--- config.mk ---
export PLATFORM = sky130hd
export DESIGN_NAME = rotate_sequencer
export DESIGN_NICKNAME = d
export VERILOG_FILES = /design/src/rtl/alu_pkg.sv /design/src/rtl/SHIFTER_UNIT_rotate.sv /design/src/rtl/rotate_sequencer.sv
export SDC_FILE = /design/constraint.sdc
export NUM_CORES = 1
export LEC_CHECK = 0
export CORE_UTILIZATION = 47
export DETAILED_ROUTE_END_ITERATION = 12
export PLACE_DENSITY = 0.89
export SLEW_MARGIN = 5
export SYNTH_ARGS = -nofsm -noshare
export SYNTH_HDL_FRONTEND = slang
export SYNTH_SLANG_ARGS = --single-unit
--- constraint.sdc ---
create_clock -name clk -period 1.55 [get_ports clk]
set_input_delay 0.155 -clock clk [delete_from_list [all_inputs] [get_ports clk]]
set_output_delay 0.155 -clock clk [all_outputs]
set_load 0.01 [all_outputs]
--- src/rtl/alu_pkg.sv ---
// Shared ALU definitions: rotate-sequencer state encoding and rotate direction codes.
package alu_pkg;

  localparam logic [1:0] ST_IDLE = 2'd0;
  localparam logic [1:0] ST_RUN  = 2'd1;
  localparam logic [1:0] ST_DONE = 2'd2;

  localparam logic DIR_LEFT  = 1'b0;
  localparam logic DIR_RIGHT = 1'b1;

endpackage

--- src/rtl/SHIFTER_UNIT_rotate.sv ---
// Single-position rotate unit: S3=1 rotates right (bit i <- bit i+1), S3=0 rotates left.
module SHIFTER_UNIT_rotate #(
  parameter int unsigned WIDTH = 8
) (
  input  logic [WIDTH-1:0] A,
  input  logic             S3,
  output logic [WIDTH-1:0] C
);

  always_comb begin
    if (S3) begin
      C = {A[0], A[WIDTH-1:1]};
    end else begin
      C = {A[WIDTH-2:0], A[WIDTH-1]};
    end
  end

endmodule

--- src/rtl/rotate_sequencer.sv ---
// Multi-step rotate controller: accepts an operand and amount, applies one single-bit rotate
// per cycle through the shifter unit, then holds the result until the consumer takes it.
module rotate_sequencer
  import alu_pkg::*;
#(
  parameter int unsigned WIDTH = 8,
  parameter int unsigned CNT_W = 3
) (
  input  logic             clk,
  input  logic             rst,
  input  logic             in_valid,
  output logic             in_ready,
  input  logic [WIDTH-1:0] in_a,
  input  logic [CNT_W-1:0] in_amt,
  input  logic             in_dir,
  output logic             out_valid,
  input  logic             out_ready,
  output logic [WIDTH-1:0] out_c,
  output logic             busy,
  output logic [7:0]       op_count
);

  logic [1:0]       state_q, state_d;
  logic [WIDTH-1:0] data_q, data_d;
  logic [CNT_W-1:0] count_q, count_d;
  logic             dir_q, dir_d;
  logic [7:0]       op_count_q, op_count_d;
  logic [WIDTH-1:0] rot_c;

  SHIFTER_UNIT_rotate #(.WIDTH(WIDTH)) u_rot (
    .A (data_q),
    .S3(dir_q),
    .C (rot_c)
  );

  always_comb begin
    state_d    = state_q;
    data_d     = data_q;
    count_d    = count_q;
    dir_d      = dir_q;
    op_count_d = op_count_q;
    unique case (state_q)
      ST_IDLE: begin
        if (in_valid) begin
          data_d  = in_a;
          dir_d   = in_dir;
          count_d = in_amt;
          state_d = (in_amt == '0) ? ST_DONE : ST_RUN;
        end
      end
      ST_RUN: begin
        data_d  = rot_c;
        count_d = count_q - CNT_W'(1);
        // Last rotate is taken on the same edge that enters DONE.
        if (count_q == CNT_W'(1)) begin
          state_d = ST_DONE;
        end
      end
      ST_DONE: begin
        if (out_ready) begin
          op_count_d = op_count_q + 8'd1;
          state_d    = ST_IDLE;
        end
      end
      default: state_d = ST_IDLE;
    endcase
  end

  always_ff @(posedge clk) begin
    if (rst) begin
      state_q    <= ST_IDLE;
      data_q     <= '0;
      count_q    <= '0;
      dir_q      <= DIR_LEFT;
      op_count_q <= '0;
    end else begin
      state_q    <= state_d;
      data_q     <= data_d;
      count_q    <= count_d;
      dir_q      <= dir_d;
      op_count_q <= op_count_d;
    end
  end

  always_comb begin
    in_ready  = (state_q == ST_IDLE);
    out_valid = (state_q == ST_DONE);
    busy      = (state_q == ST_RUN) || (state_q == ST_DONE);
    out_c     = (state_q == ST_DONE) ? data_q : '0;
    op_count  = op_count_q;
  end

endmodule

# After elaboration in Yosys (flattened, before gate mapping)

Cells that the tools add are included.

$add $sub $neg: 2
Eq/ne operators: 6
Mux-type cells: 11
Reductions and logical operators: 8

Operator list:

| operator                                                           | number |
|---|---|
| 8-bit two-way mux                                                  | 3 |
| 8-bit case mux with 2 select lines                                 | 1 |
| 8-bit by 1-bit adder with 8-bit output, second input constant      | 1 |
| 2-bit two-way mux                                                  | 4 |
| 2-bit case mux with 3 select lines                                 | 1 |
| 3-bit case mux with 2 select lines                                 | 1 |
| 2-bit AND reduction                                                | 3 |
| 2-bit != test, second input constant                               | 2 |
| 3-bit by 1-bit == test with 1-bit output, second input constant    | 1 |
| 3-bit zero test                                                    | 1 |
| 3-bit two-way mux                                                  | 1 |
| 3-bit AND reduction                                                | 1 |
| 3-bit by 1-bit subtractor with 3-bit output, second input constant | 1 |
| 2-bit by 1-bit == test with 1-bit output, second input constant    | 1 |
| 2-bit == test, second input constant                               | 1 |
| 2-bit zero test                                                    | 1 |
| 2-bit by 1-bit != test with 1-bit output, second input constant    | 1 |
| 2-bit nonzero test                                                 | 1 |
| 1-bit logical OR                                                   | 1 |

Flip-flop bits (word level): 22
Input port bits: 16
Output and inout bits: 19

# Longest topological paths before layout

Word-level depth: 4
Depth in mapped cells: 7
Gate-level depth less buffers: 6

# Hierarchy

From an unflattened synthesis, not the netlist that was laid out.

Cells, all modules: 138
Area, all modules: 1234.9 sq um

Modules (own cells, without submodules):

| module              | times used | cells an instance | area an instance (sq um) | seq. area each (sq um) |
|---|---|---|---|---|
| rotate_sequencer    | 1          | 129               | 1103.6                   | 440.4 |
| SHIFTER_UNIT_rotate | 1          | 9                 | 131.4                    | 0.0 |

# Least setup slack after synthesis

No wires, ideal clock.

Kind: register to register
From: register state_q[1]
To: register count_q[0]
Setup time: 86 ps
Data arrival time: 1392 ps
Setup slack: 71 ps
Cell stages (with the launch flop): 6
Clock period less this slack: 1479 ps
Cell sequence: dfxtp_1 -> inv_1 -> ha_1 -> mux2_4 -> buf_6 -> a221oi_2

Cells in the longest elaborated chain, start to end: 3

Ends and longest elaborated chain:

| element                                                       | line                   | source |
|---|---|---|
| start: declaration                                            | rotate_sequencer.sv:23 | `logic [1:0] state_q, state_d;` |
| start signal: assignment                                      | rotate_sequencer.sv:77 | `state_q <= state_d;` |
| 2-bit zero test (*)                                           | --                     |  |
| named net in_ready                                            | rotate_sequencer.sv:12 | `output logic in_ready,` |
| 2-bit != test (no line) or 2-bit nonzero test (tied branches) | --                     |  |
| 2-bit AND reduction (no line)                                 | --                     |  |
| end signal: assignment                                        | rotate_sequencer.sv:79 | `count_q <= count_d;` |
| end: declaration                                              | rotate_sequencer.sv:25 | `logic [CNT_W-1:0] count_q, count_d;` |

The timed path passes the listed nets; every way through them passes the cells marked *.
A chain may end at the register's enable or synchronous reset.

# Worst setup path after layout

From: register state_q[1]
To: register state_q[1]

Cells in the longest elaborated chain, start to end: 3

Ends and longest elaborated chain:

| element                                                                             | line                   | source |
|---|---|---|
| 2-bit by 1-bit == test with 1-bit output (tied with other cells)                    | rotate_sequencer.sv:42 | `unique case (state_q)` |
| 2-bit != test (no line) or 2-bit by 1-bit != test with 1-bit output (tied branches) | --                     |  |
| 3-bit AND reduction (no line)                                                       | --                     |  |

Several ways; a longest one is shown, not always the timed one.

==> flow_metrics.py <==
metrics = {
    "outcome": {
        "outcome": "complete, but fails checks",
        "failing_checks": "setup timing",
    },
    "finish": {
        "antenna_cells": 0,
        "layout.cells.most_common": "clkdlybuf4s50_1",
        "drive_above_1_share": 0.2368,
        "area_growth_pct": 43.54,
        "postLayoutCoreUtil": 0.7177,
        "number_of_fillers_in_the_final_layout": 200,
        "finish.net_count": 213,
        "finish.instance_area_sq_um": 1778,
        "final_cell_mix": "23 x clkdlybuf4s50_1, 20 x dfxtp_1, 17 x nand2_1",
    },
    "logic_synthesis": {
        "synth-seq-cells": 22,
        "sequential_element_share_of_the_synthesized_area": 0.3556,
        "ys.warnings.count": 0,
        "postSynthCellCount": 147,
        "share_of_the_synthesized_area_in_the_top_cell_type": 0.3556,
        "async_reset_ff_frac": 0,
        "synthDominantAreaCellType": "dfxtp_1",
        "synth_area_per_cell_sq_um": 8.426,
        "synth_fp_nets": 169,
        "syn-cell-area_sq_um": 1239,
        "yosys.cell_types.count": 33,
        "leading_cell_types_by_total_area_after_synthesis": "dfxtp_1 36%, mux2i_1 6.5%, ha_1 6.1%",
        "synth_edf_count": 0,
        "synth_flop_cell": "dfxtp_1",
    },
    "drt": {
        "detail_route.drc_violations": 0,
        "drt-total-wl_mm": 3.474,
        "drt_first_pass_iters": 4,
        "routed_wire_length_per_instance_um": 15.79,
        "avgViaCountPerCell": 5.709,
        "drt_iter0_drc": 30,
        "via_count": 1256,
        "antenna_left": 0,
    },
    "worst_hold_path": {
        "worst_hold_path_type": "primary input to flip-flop",
        "hold_start": "in_dir",
    },
    "timing": {
        "headroom_to_the_max_slew_limit": 0.6589,
        "timing.fmax_ghz": 0.6314,
        "hold_slack_ps": 407.7,
        "final.setup.worst_slack_ps": -33.69,
        "tightest_slew_ps": 511.0,
        "maxSlewViolCount": 0,
        "clock_skew_ps": 1.338,
        "final_hold_viol_count": 0,
        "setup_repair_after_global_routing_missed_its_margin": "true",
        "period_minus_slack_ps": 1584,
        "final_min_period_over_clock_period": 1.022,
        "setup-violations-final": 2,
    },
    "clock_tree": {
        "clockRootBuffer": "clkbuf_4",
        "clkLatencyLatePin_ps": 300,
        "htree_num_levels": 1,
        "cts_buffer_depth": 2,
        "tritoncts": "done",
        "cts-hold-fix-buffers": 0,
        "cts.sink_count": 22,
        "clk_transition_reported_paths_ps": 130,
        "cts_inserted_buffers": 3,
    },
    "place": {
        "place.detailed.hpwl_mm": 2.217,
        "number_of_port_buffers": 34,
        "gp_congestion": 0.8341,
        "placement.cell_area_sq_um": 1628,
    },
    "floorplanning": {
        "core_region_area_sq_um": 2477,
        "fp.dieArea_sq_um": 2845,
        "die-height_um": 53.34,
        "die_x_extent_um": 53.34,
        "floorplan.rows": 18,
        "top_level_ports": 35,
        "effective_utilization_at_floorplan": 0.5000,
    },
    "global_routing": {
        "via_count_of_the_first_global_routing_pass": 1143,
        "grt_start_max_net_pins": 17,
        "grt_antenna_before_repair": 0,
        "grt_overflow_total": 0,
        "grt_first_pass_wirelength_mm": 4.905,
        "grt.total_usage": 0.2381,
    },
    "worst_setup_path": {
        "start_kind": "flip-flop",
        "worst_path_dominant_cell_family": "compound AO/OA/AOI/OAI gates",
        "path_max_fanout": 5,
        "cp_num_buf_inv": 2,
        "crit_start": "state_q[1]",
        "timing.critical_path.cells": "buf_6 -> ha_4 -> buf_6 -> nor2b_4 -> a221o_1 -> a221oi_2",
        "cp_common_cell": "buf_6",
        "critical_path.max_stage_delay_ps": 350,
        "crit-reg2reg-launch": "state_q[1]",
        "worst_ep_required_time_ps": 1780,
        "worst-setup-path-type": "flip-flop to flip-flop",
        "endpoint_kind": "flip-flop",
        "slowest_stage": "dfxtp_2",
        "critPathArrivalTime_ps": 1810,
    },
    "flow_run": {
        "timing.max_cap.violations": 0,
    },
    "power": {
        "power_per_cell_area_nw_per_um2": 1216,
        "vdd.ir_drop.worst_mv": 0.8926,
        "power.leakage_nw": 0.6869,
    },
}
timing repair:
action                                  4_1_cts  5_1_grt
buffers inserted                              4        1
pin swaps                                     4        3
endpoints found under the hold margin         0        0
gates cloned                                  0        0
endpoints found under the setup margin       18       12
gates resized for setup                      45       14
Yosys cell counts, types with 2 or more instances:
master	count
and2_1	8
ha_1	6
a221oi_2	2
clkbuf_1	3
dfxtp_1	22
nand3_1	3
nand2b_1	8
a21oi_1	8
buf_2	3
nor2_1	11
mux2i_1	8
o21ai_0	10
o22ai_1	8
nand2_1	17
nor3_1	2
xor2_1	5
buf_6	2
inv_1	6
worst paths after layout:
kind	endpoint	slack, ps	depth (start not counted)
worst max-delay path	state_q[1]	-30	6
worst min-delay path	dir_q	410	3
worst max register to register	state_q[1]	-30	6
worst min register to register	op_count[1]	520	2
power by group:
part,switching (mW),internal [mW]
logic,0.480,0.488
clock network,0.179,0.261
registers,0.0954,0.658
total,0.754,1.41
kinds of logic (layout without fill, tap and decap cells):
kind of cell | after synthesis | after routing | synth area share
buffers and inverters | 14 | 57 | 0.05757
DFF | 22 | 22 | 0.3556
adders and majority gates | 6 | 6 | 0.06060
muxes | 9 | 9 | 0.07677
xor gates and xnor gates | 6 | 6 | 0.04242
AOI/OAI and AO/OA | 34 | 34 | 0.1758
and+or+nand+nor | 56 | 56 | 0.2313
cell type report:
| class | count | area (sq um) | area share |
|---|---|---|---|
| inverters | 6 | 25.02 | 0.01407 |
| well taps | 30 | 37.54 | 0.02111 |
| flip-flops and latches | 22 | 442.9 | 0.2491 |
| repair buffers | 47 | 414.1 | 0.2329 |
| multi-input cells | 111 | 805.8 | 0.4532 |
| clock inverters | 1 | 30.03 | 0.01689 |
| clock buffers | 3 | 22.52 | 0.01267 |
stage by stage:
step	setup slack, ps	std cells	total power [mW]	setup TNS, ps
global route	-61.71	220	2.267	-144.0
CTS	-49.92	219	2.082	-85.82
detailed placement	-73.36	211	1.549	-586.8
global placement	-1.030	211	1.508	-1.030
finish	-33.69	220	2.162	-57.05
floorplan	71.46	147	1.265	0
flip-flops by register name, summed over array words and instances, names as in the netlist:
name,count
count_q,3
data_q,8
dir_q,1
op_count,8
state_q,2
worst reg2reg max path: cells and delay by family, from the launching register on:
family                   cells  cell delay (ps)
buffers and inverters        2              240
adder cells (fa/ha/maj)      1              170
flip-flops                   1              350
AND/OR/NAND/NOR              1              130
AO/OA/AOI/OAI                2              620
routing by layer:
layer,routed length (um),vias to the layer above,global-route usage
met5,0,-,0
met4,72,0,0.09649
met3,170,8,0.03161
met2,1766,51,0.4396
met1,1464,602,0.2680
li1,-,595,-
No activity file was read; power rests on OpenSTA's default activity.
